==> src/rtl/imm_gen_if.sv <==
// Stream bundle for the pipelined immediate generator: instruction beats in,
// extended immediates out, plus the flush strobe that clears buffered beats.
interface imm_gen_if #(
  parameter int XLEN  = 32,
  parameter int TAG_W = 8
);
  logic             flush;
  logic             in_valid;
  logic             in_ready;
  logic [24:0]      in_inst;
  logic [2:0]       in_imm_sel;
  logic [TAG_W-1:0] in_tag;
  logic             out_valid;
  logic             out_ready;
  logic [XLEN-1:0]  out_imm;
  logic             out_err;
  logic [TAG_W-1:0] out_tag;

  modport master (
    output flush, in_valid, in_inst, in_imm_sel, in_tag, out_ready,
    input  in_ready, out_valid, out_imm, out_err, out_tag
  );

  modport slave (
    input  flush, in_valid, in_inst, in_imm_sel, in_tag, out_ready,
    output in_ready, out_valid, out_imm, out_err, out_tag
  );
endinterface

==> src/rtl/imm_gen_pipe.sv <==
// Pipelined RV immediate generator: one-cycle extension into an output register
// backed by a single skid entry so in_ready never depends on out_ready.
module imm_gen_pipe #(
  parameter int XLEN  = 32,
  parameter int TAG_W = 8
) (
  input  logic      clk,
  input  logic      rst,
  imm_gen_if.slave  bus
);

  localparam logic [2:0] SEL_I = 3'd0;
  localparam logic [2:0] SEL_S = 3'd1;
  localparam logic [2:0] SEL_B = 3'd2;
  localparam logic [2:0] SEL_U = 3'd3;
  localparam logic [2:0] SEL_J = 3'd4;
  localparam logic [2:0] SEL_Z = 3'd5;

  localparam logic [0:0] EMPTY_SKID = 1'b0;
  localparam logic [0:0] FULL_SKID  = 1'b1;

  if (XLEN != 32 && XLEN != 64) begin : g_xlen_check
    $error("imm_gen_pipe: XLEN must be 32 or 64");
  end

  // Every format fits in 32 signed bits; the final cast sign-extends to XLEN,
  // and Z is built non-negative so the same cast yields zero fill.
  function automatic logic signed [XLEN-1:0] extend(input logic [24:0] inst,
                                                     input logic [2:0]  sel);
    logic [31:7]        i;
    logic signed [31:0] v;
    i = inst;
    case (sel)
      SEL_I:   v = {{20{i[31]}}, i[31:20]};
      SEL_S:   v = {{20{i[31]}}, i[31:25], i[11:7]};
      SEL_B:   v = {{20{i[31]}}, i[7], i[30:25], i[11:8], 1'b0};
      SEL_U:   v = {i[31:12], 12'b0};
      SEL_J:   v = {{12{i[31]}}, i[19:12], i[20], i[30:21], 1'b0};
      SEL_Z:   v = {27'b0, i[19:15]};
      default: v = '0;
    endcase
    return XLEN'(v);
  endfunction

  function automatic logic illegal_sel(input logic [2:0] sel);
    return sel > SEL_Z;
  endfunction

  logic [0:0]             state;
  logic                   accept;
  logic                   out_free;
  logic                   load_skid;

  logic signed [XLEN-1:0] imm_p0;
  logic                   err_p0;
  logic [TAG_W-1:0]       tag_p0;

  logic                   vld_p1;
  logic [XLEN-1:0]        imm_p1;
  logic                   err_p1;
  logic [TAG_W-1:0]       tag_p1;

  logic [XLEN-1:0]        imm_sk_p1;
  logic                   err_sk_p1;
  logic [TAG_W-1:0]       tag_sk_p1;

  // ---- stage p0: combinational extension of the incoming beat ----
  assign imm_p0 = extend(bus.in_inst, bus.in_imm_sel);
  assign err_p0 = illegal_sel(bus.in_imm_sel);
  assign tag_p0 = bus.in_tag;

  assign bus.in_ready = (state == EMPTY_SKID);
  assign accept       = bus.in_valid && (state == EMPTY_SKID);
  assign out_free     = !vld_p1 || bus.out_ready;
  assign load_skid    = !bus.flush && accept && !out_free;

  // ---- stage p1: output register and skid state ----
  always_ff @(posedge clk or posedge rst) begin
    if (rst) begin
      state  <= EMPTY_SKID;
      vld_p1 <= 1'b0;
      imm_p1 <= '0;
      err_p1 <= 1'b0;
      tag_p1 <= '0;
    end else if (bus.flush) begin
      state  <= EMPTY_SKID;
      vld_p1 <= 1'b0;
    end else if (state == FULL_SKID) begin
      if (bus.out_ready) begin
        imm_p1 <= imm_sk_p1;
        err_p1 <= err_sk_p1;
        tag_p1 <= tag_sk_p1;
        state  <= EMPTY_SKID;
      end
    end else if (accept) begin
      if (out_free) begin
        vld_p1 <= 1'b1;
        imm_p1 <= imm_p0;
        err_p1 <= err_p0;
        tag_p1 <= tag_p0;
      end else begin
        state <= FULL_SKID;
      end
    end else if (bus.out_ready) begin
      vld_p1 <= 1'b0;
    end
  end

  // Skid payload only matters while state says FULL_SKID, so it needs no reset.
  always_ff @(posedge clk) begin
    if (load_skid) begin
      imm_sk_p1 <= imm_p0;
      err_sk_p1 <= err_p0;
      tag_sk_p1 <= tag_p0;
    end
  end

  assign bus.out_valid = vld_p1;
  assign bus.out_imm   = imm_p1;
  assign bus.out_err   = err_p1;
  assign bus.out_tag   = tag_p1;

endmodule

==> src/flat_wrapper.sv <==
// flat-port wrapper written by rule: the top's interface ports become plain ports
module imm_gen_pipe_flat 
#(
  parameter int XLEN  = 32,
  parameter int TAG_W = 8
)
  (clk, rst, bus_flush, bus_in_valid, bus_in_inst, bus_in_imm_sel, bus_in_tag, bus_out_ready, bus_in_ready, bus_out_valid, bus_out_imm, bus_out_err, bus_out_tag);
  imm_gen_if #(.XLEN(XLEN), .TAG_W(TAG_W)) bus_i ();
  input  logic clk;
  input  logic rst;
  input wire logic [$bits(bus_i.flush)-1:0] bus_flush;
  input wire logic [$bits(bus_i.in_valid)-1:0] bus_in_valid;
  input wire logic [$bits(bus_i.in_inst)-1:0] bus_in_inst;
  input wire logic [$bits(bus_i.in_imm_sel)-1:0] bus_in_imm_sel;
  input wire logic [$bits(bus_i.in_tag)-1:0] bus_in_tag;
  input wire logic [$bits(bus_i.out_ready)-1:0] bus_out_ready;
  output wire logic [$bits(bus_i.in_ready)-1:0] bus_in_ready;
  output wire logic [$bits(bus_i.out_valid)-1:0] bus_out_valid;
  output wire logic [$bits(bus_i.out_imm)-1:0] bus_out_imm;
  output wire logic [$bits(bus_i.out_err)-1:0] bus_out_err;
  output wire logic [$bits(bus_i.out_tag)-1:0] bus_out_tag;
  assign bus_i.flush = bus_flush;
  assign bus_i.in_valid = bus_in_valid;
  assign bus_i.in_inst = bus_in_inst;
  assign bus_i.in_imm_sel = bus_in_imm_sel;
  assign bus_i.in_tag = bus_in_tag;
  assign bus_i.out_ready = bus_out_ready;
  assign bus_in_ready = bus_i.in_ready;
  assign bus_out_valid = bus_i.out_valid;
  assign bus_out_imm = bus_i.out_imm;
  assign bus_out_err = bus_i.out_err;
  assign bus_out_tag = bus_i.out_tag;
  imm_gen_pipe #(.XLEN(XLEN), .TAG_W(TAG_W)) u_core (.clk(clk), .rst(rst), .bus(bus_i));
endmodule
==> config.mk <==
export PLATFORM = sky130hd
export DESIGN_NAME = imm_gen_pipe_flat
export DESIGN_NICKNAME = d
export VERILOG_FILES = /design/src/rtl/imm_gen_if.sv /design/src/rtl/imm_gen_pipe.sv /design/src/flat_wrapper.sv
export SDC_FILE = /design/constraint.sdc
export NUM_CORES = 1
export LEC_CHECK = 0
export CORE_AREA = 2 2 96 98
export DETAILED_ROUTE_END_ITERATION = 8
export DIE_AREA = 0 0 98 100
export GPL_TIMING_DRIVEN = 0
export PLACE_DENSITY = 0.74
export SYNTH_ARGS = -nofsm -noshare
export SYNTH_HDL_FRONTEND = slang
export SYNTH_SLANG_ARGS = --single-unit
==> constraint.sdc <==
create_clock -name clk -period 5.15 [get_ports clk]
set_clock_uncertainty 0.15 [all_clocks]
set_input_delay 1.03 -clock clk [delete_from_list [all_inputs] [get_ports clk]]
set_output_delay 1.03 -clock clk [all_outputs]
set_load 0.005 [all_outputs]
Word level (Yosys, flattened, before mapping)
Index checks and enable logic that the tools add are counted.
{"block": "classes", "order_cmp": 1, "eq_ne": 8, "n_mux": 23, "bitwise": 2, "reduce_logical": 13}
{"op": "32-bit case mux with 6 select lines", "n": 1}
{"op": "32-bit two-way mux", "n": 4}
{"op": "8-bit two-way mux", "n": 4}
{"op": "1-bit two-way mux", "n": 14}
{"op": "3-bit by 2-bit equality test with 1-bit output, second input constant", "n": 2}
{"op": "3-bit equality test, second input constant", "n": 2}
{"op": "2-bit inequality test, second input constant", "n": 2}
{"op": "4-bit AND reduction", "n": 1}
{"op": "2-bit nonzero test", "n": 2}
{"op": "3-bit by 1-bit equality test with 1-bit output, second input constant", "n": 1}
{"op": "3-bit greater-than comparator, second input constant", "n": 1}
{"op": "1-bit logical AND", "n": 3}
{"op": "1-bit zero test", "n": 3}
{"op": "3-bit zero test", "n": 1}
{"op": "3-bit inequality test, second input constant", "n": 1}
{"op": "3-bit AND reduction", "n": 1}
{"op": "3-bit nonzero test", "n": 1}
{"op": "1-bit inverter", "n": 2}
{"op": "1-bit logical OR", "n": 1}
{"block": "totals", "register_bits": 84, "in_bits": 41, "output_inout_bits": 43, "wordCells": 55}

Depth between registers and ports, before layout
{"block": "logic_depth", "ltp_word": 6, "mapped_depth": 7, "ltp_nobuf": 4}

Worst setup path before layout
Ideal clock, no wire load.
{"block": "synth_path", "path_type": "input to register", "start": "in bus_flush", "end": "reg u_core.err_sk_p1 (enable)", "setup_time_ps": 546, "arrival_time_ps": 5106, "t_required_ps": 4454, "slack_ps": -651, "cell_stages": 1, "path_buffers": 0, "path_cell_list": "nor4_1"}
{"block": "synth_between", "elab_chain_len": 3}
{"element": "from (decl)", "line_no": "flat_wrapper.sv:11", "rtl": "input wire logic [$bits(bus_i.flush)-1:0] bus_flush;"}
{"element": "1-bit zero test", "line_no": "imm_gen_pipe.sv:75", "rtl": "assign load_skid = !bus.flush && accept && !out_free;"}
{"element": "1-bit logical AND (2 in a row)", "line_no": "imm_gen_pipe.sv:75"}
{"element": "to (signal assigned)", "line_no": "imm_gen_pipe.sv:113", "rtl": "err_sk_p1 <= err_p0;"}
{"element": "to (decl)", "line_no": "imm_gen_pipe.sv:64", "rtl": "logic err_sk_p1;"}
Every way passes these cells.
A chain may end at the register's enable or synchronous reset.

Worst setup path after layout
{"block": "layout_path", "start": "reg u_core.state", "end": "out bus_in_ready"}
{"block": "layout_between", "elab_chain_len": 1}
{"element": "from (decl)", "line_no": "imm_gen_pipe.sv:49", "rtl": "logic [0:0] state;"}
{"element": "from (signal assigned)", "line_no": "imm_gen_pipe.sv:80", "rtl": "state <= EMPTY_SKID;"}
{"element": "from (signal assigned)", "line_no": "imm_gen_pipe.sv:86", "rtl": "state <= EMPTY_SKID;"}
{"element": "from (signal assigned)", "line_no": "imm_gen_pipe.sv:93", "rtl": "state <= EMPTY_SKID;"}
{"element": "1-bit inverter", "line_no": "imm_gen_pipe.sv:72", "rtl": "assign bus.in_ready = (state == EMPTY_SKID);"}
{"element": "to (decl)", "line_no": "flat_wrapper.sv:17", "rtl": "output wire logic [$bits(bus_i.in_ready)-1:0] bus_in_ready;"}
Every way passes these cells.

==> flow_metrics.py <==
metrics = {
    "critical_path": {
        "critical_path_class": "reg -> out",
        "r2r_start": "u_core.state",
        "cp_slowest_cell": "clkdlybuf4s50_1",
        "worstReg2RegEnd": "u_core.imm_sk_p1[11]",
        "crit_family": "buffers and inverters",
        "end_kind": "output port",
        "cp_max_fo": 10,
        "cp.arrival_ns": 2.10,
        "rr_worst_depth": 4,
        "cp.buffers_inverters": 4,
        "worst_ep_required_time_ns": 3.97,
        "max_stage_delay_ns": 0.60,
        "cp.depth": 4,
        "regToRegSetupSlack_ns": 2.54,
        "worstSetupStartpointType": "register",
        "path_cells": "buf_2, inv_1, clkbuf_1, clkdlybuf4s50_1",
        "cp-endpoint": "bus_in_ready",
        "startpoint": "u_core.state",
    },
    "layout": {
        "multi_input_area_sq_um": 1419,
        "final-seq-area_sq_um": 2307,
        "num-nets-final": 493,
        "fillCellCount": 764,
        "final_area_sq_um": 5175,
        "synthToLayoutAreaGrowth_pct": 32.48,
        "postLayoutCoreUtil_pct": 58.21,
        "diodes": 0,
        "drive_gt1_share_pct": 11.16,
    },
    "sta": {
        "final.setup.worst_slack_ns": 1.870,
        "slew_headroom_pct": 35.44,
        "fmax_mhz": 304.9,
        "timing.final.crit_share_pct": 63.68,
        "rsz0062_at_grt": "false",
        "maxSlewViolCount": 0,
        "post-route-min-period_ns": 3.280,
        "hold_viol_final": 0,
        "tightest_slew_ns": 0.9612,
        "worst_hold_slack_ns": 0.3373,
        "setup_violations": 0,
    },
    "power_and_ir_drop": {
        "switching_share_pct": 24.63,
        "ir_worst_vdd_v": 0.0001174,
        "power_frac_clock_pct": 33.5,
        "power.density_nw_per_um2": 327.4,
        "power_switching_mw": 0.4173,
        "p_leak_nw": 2.121,
        "power.internal_mw": 1.277,
        "power_frac_comb_pct": 19.2,
        "seqPwrFrac_pct": 47.3,
    },
    "routing": {
        "wl_mm": 9.765,
        "highest_layer": "met4",
        "vias_per_cell": 5.426,
        "route.met2.wl_mm": 4.602,
        "wl_per_cell_um": 17.19,
        "wl_met1_mm": 4.381,
        "ant_nets": 0,
        "drc": 0,
        "wl_met3_um": 520,
        "dr.first_iter.drc_count": 144,
        "vias": 3082,
        "firstDrtPassIters": 5,
    },
    "cts": {
        "post_cts_buffers": 0,
        "cts_buffers": 9,
        "htreeDepth": 3,
        "clockRootBuffer": "clkbuf_8",
        "cts-hold-fix-buffers": 0,
        "cts_tree": "done",
        "cts_resized": 0,
        "clk_transition_reported_paths_ns": 0.09,
        "cts_buffer_depth": 2,
        "clk_latency_ns": 0.36,
        "clkSinkCount": 84,
    },
    "synth": {
        "synth_compound_area_share_pct": 14.51,
        "ys_warn_count": 0,
        "syn_nets": 397,
        "synthXorXnorAreaFrac_pct": 0,
        "synth_adder_area_share_pct": 0.2883,
        "synth_area_leaders": "edfxtp_1 (32%), dfrtp_1 (28%), nand2_1 (5.6%)",
        "synth_top_family_by_area": "simple AND/OR/NAND/NOR gates",
        "synth-seq-cells": 84,
        "ys_seq_area_share_pct": 59.06,
        "netlist-cell-type-count": 41,
        "syn_area_per_cell_sq_um": 10.97,
        "syn_area_sq_um": 3906,
        "synth_top_area_share_pct": 31.52,
        "synth-simple-area-share_pct": 15.86,
        "synthMuxAreaShare_pct": 5.285,
        "yosysTopAreaCell": "edfxtp_1",
        "syn_inst": 356,
    },
    "die": {
        "die-area_sq_um": 9800,
        "pin_count": 84,
        "core-area_sq_um": 8890,
        "die_w_um": 98,
        "fp-row-count": 35,
        "die_h_um": 100,
        "start_util_pct": 43.94,
    },
    "run_status": {
        "status": "finished clean",
    },
    "placed_design": {
        "dpl_worst_slack_ns": 1.913,
        "port_buffers": 82,
        "gp_congestion": 0.8300,
        "hpwl_mm": 7.090,
        "dpl_cell_area_sq_um": 4935,
    },
    "grt": {
        "antenna_found_initial": 0,
        "grt_pass1_vias": 3113,
        "grtUsageTotal_pct": 20.67,
        "grt-ovfl-total": 0,
        "grt_pass1_wl_mm": 15.85,
        "grt_max_degree": 24,
    },
    "hold_path": {
        "worst_hold_path_type": "reg -> reg",
    },
    "flow_run": {
        "drv_cap": 0,
    },
}
-- tightest hold or removal path, cell delays in order, from the launching register on --
cell and delay, ns:
dfrtp_1 0.35, nand2_1 0.05, o21ai_0 0.06
-- worst min path at each step --
stage / startpoint / slack (ns) / endpoint / depth (start not counted)
finish: u_core.bus.out_tag[6] / 0.34 / u_core.bus.out_tag[6] / 2
global route: u_core.bus.out_tag[6] / 0.38 / u_core.bus.out_tag[6] / 2
CTS: u_core.bus.out_tag[6] / 0.34 / u_core.bus.out_tag[6] / 2
detailed placement: u_core.bus.out_imm[11] / 0.32 / u_core.bus.out_imm[11] / 1
global placement: u_core.bus.out_tag[1] / 0.31 / u_core.bus.out_tag[1] / 2
floorplan: u_core.imm_sk_p1[15] / 0.32 / u_core.bus.out_imm[15] / 2
-- registers in the layout, indices dropped and copies added (netlist names) --
signal / count
u_core.state: 1
u_core.bus.out_tag: 8
u_core.imm_sk_p1: 32
u_core.bus.out_imm: 32
u_core.err_sk_p1: 1
u_core.tag_sk_p1: 8
u_core.bus.out_valid: 1
u_core.bus.out_err: 1
-- layout make-up --
class                   instances  area share [%]
plain buffers                  26           2.901
clock buffers                  10           2.466
clock inverters                 6           2.176
inverters                      12          0.8704
multi-input cells             234           27.42
flip-flops and latches         84           44.58
well taps                     111           2.684
repair buffers                 85           16.90
-- cell usage in the layout (no fill, tap or decap), types with 6 or more instances in the layout --
cell type / netlist / layout
dfrtp_1: 43 / 43
clkbuf_1: 6 / 7
o21ai_1: 14 / 14
o211ai_1: 7 / 7
and3_1: 10 / 10
nand2_1: 58 / 58
o21ai_0: 27 / 27
nand3_1: 7 / 7
inv_1: 12 / 11
and2b_1: 6 / 6
clkdlybuf4s50_1: 0 / 82
buf_2: 15 / 15
clkbuf_8: 0 / 9
nor2_1: 19 / 19
a21oi_1: 18 / 18
edfxtp_1: 41 / 41
mux2i_1: 15 / 15
a311oi_1: 8 / 8
nand3b_1: 7 / 7
-- stage by stage --
| stage | TNS (ns) | cells | total power [mW] |
|---|---|---|---|
| 3_5_place_dp | 0 | 552 | 1.142 |
| 3_3_place_gp | -20.34 | 549 | 1.129 |
| 4_1_cts | 0 | 568 | 1.703 |
| 2_1_floorplan | 0 | 356 | 0.9453 |
| 6_report | 0 | 568 | 1.694 |
| 5_1_grt | 0 | 568 | 1.767 |
-- kinds of logic after synthesis --
| family | after synthesis |
|---|---|
| buffers and inverters | 38 |
| and+or+nand+nor | 124 |
| AOI/OAI and AO/OA | 89 |
| muxes | 20 |
| DFF | 84 |
| adders and majority gates | 1 |
-- power by group through the flow --
| stage | Clock (mW) | Combinational, mW | Sequential [mW] |
|---|---|---|---|
| detailed placement | 0 | 0.327 | 0.816 |
| global placement | 0 | 0.316 | 0.814 |
| CTS | 0.573 | 0.328 | 0.802 |
| floorplan | 0 | 0.130 | 0.816 |
| finish | 0.568 | 0.325 | 0.801 |
| global route | 0.599 | 0.359 | 0.809 |
-- cell usage after synthesis, drive strengths merged --
master	instances
a311oi	9
mux2	5
o221a	1
nor4	1
mux2i	15
nor4bb	5
nand2b	3
a22oi	1
nor2	21
a21oi	18
buf	20
a31oi	1
and2b	6
a211oi	1
edfxtp	41
nand2	58
inv	12
a221o	4
clkbuf	6
a21o	3
dfrtp	43
maj3	1
o21ai	41
and3	10
nand3b	7
o211ai	7
a2111oi	1
and2	2
nand3	7
or3	1
and3b	1
nor2b	2
a211o	1
o221ai	1
-- per-layer routing --
metal  GRT usage (%)  vias up
met5               0        -
met4           8.654        0
met3           3.482       19
met2           33.93       95
met1           27.44     1489
li1                -     1479
Power figures use the tool's default switching activity.
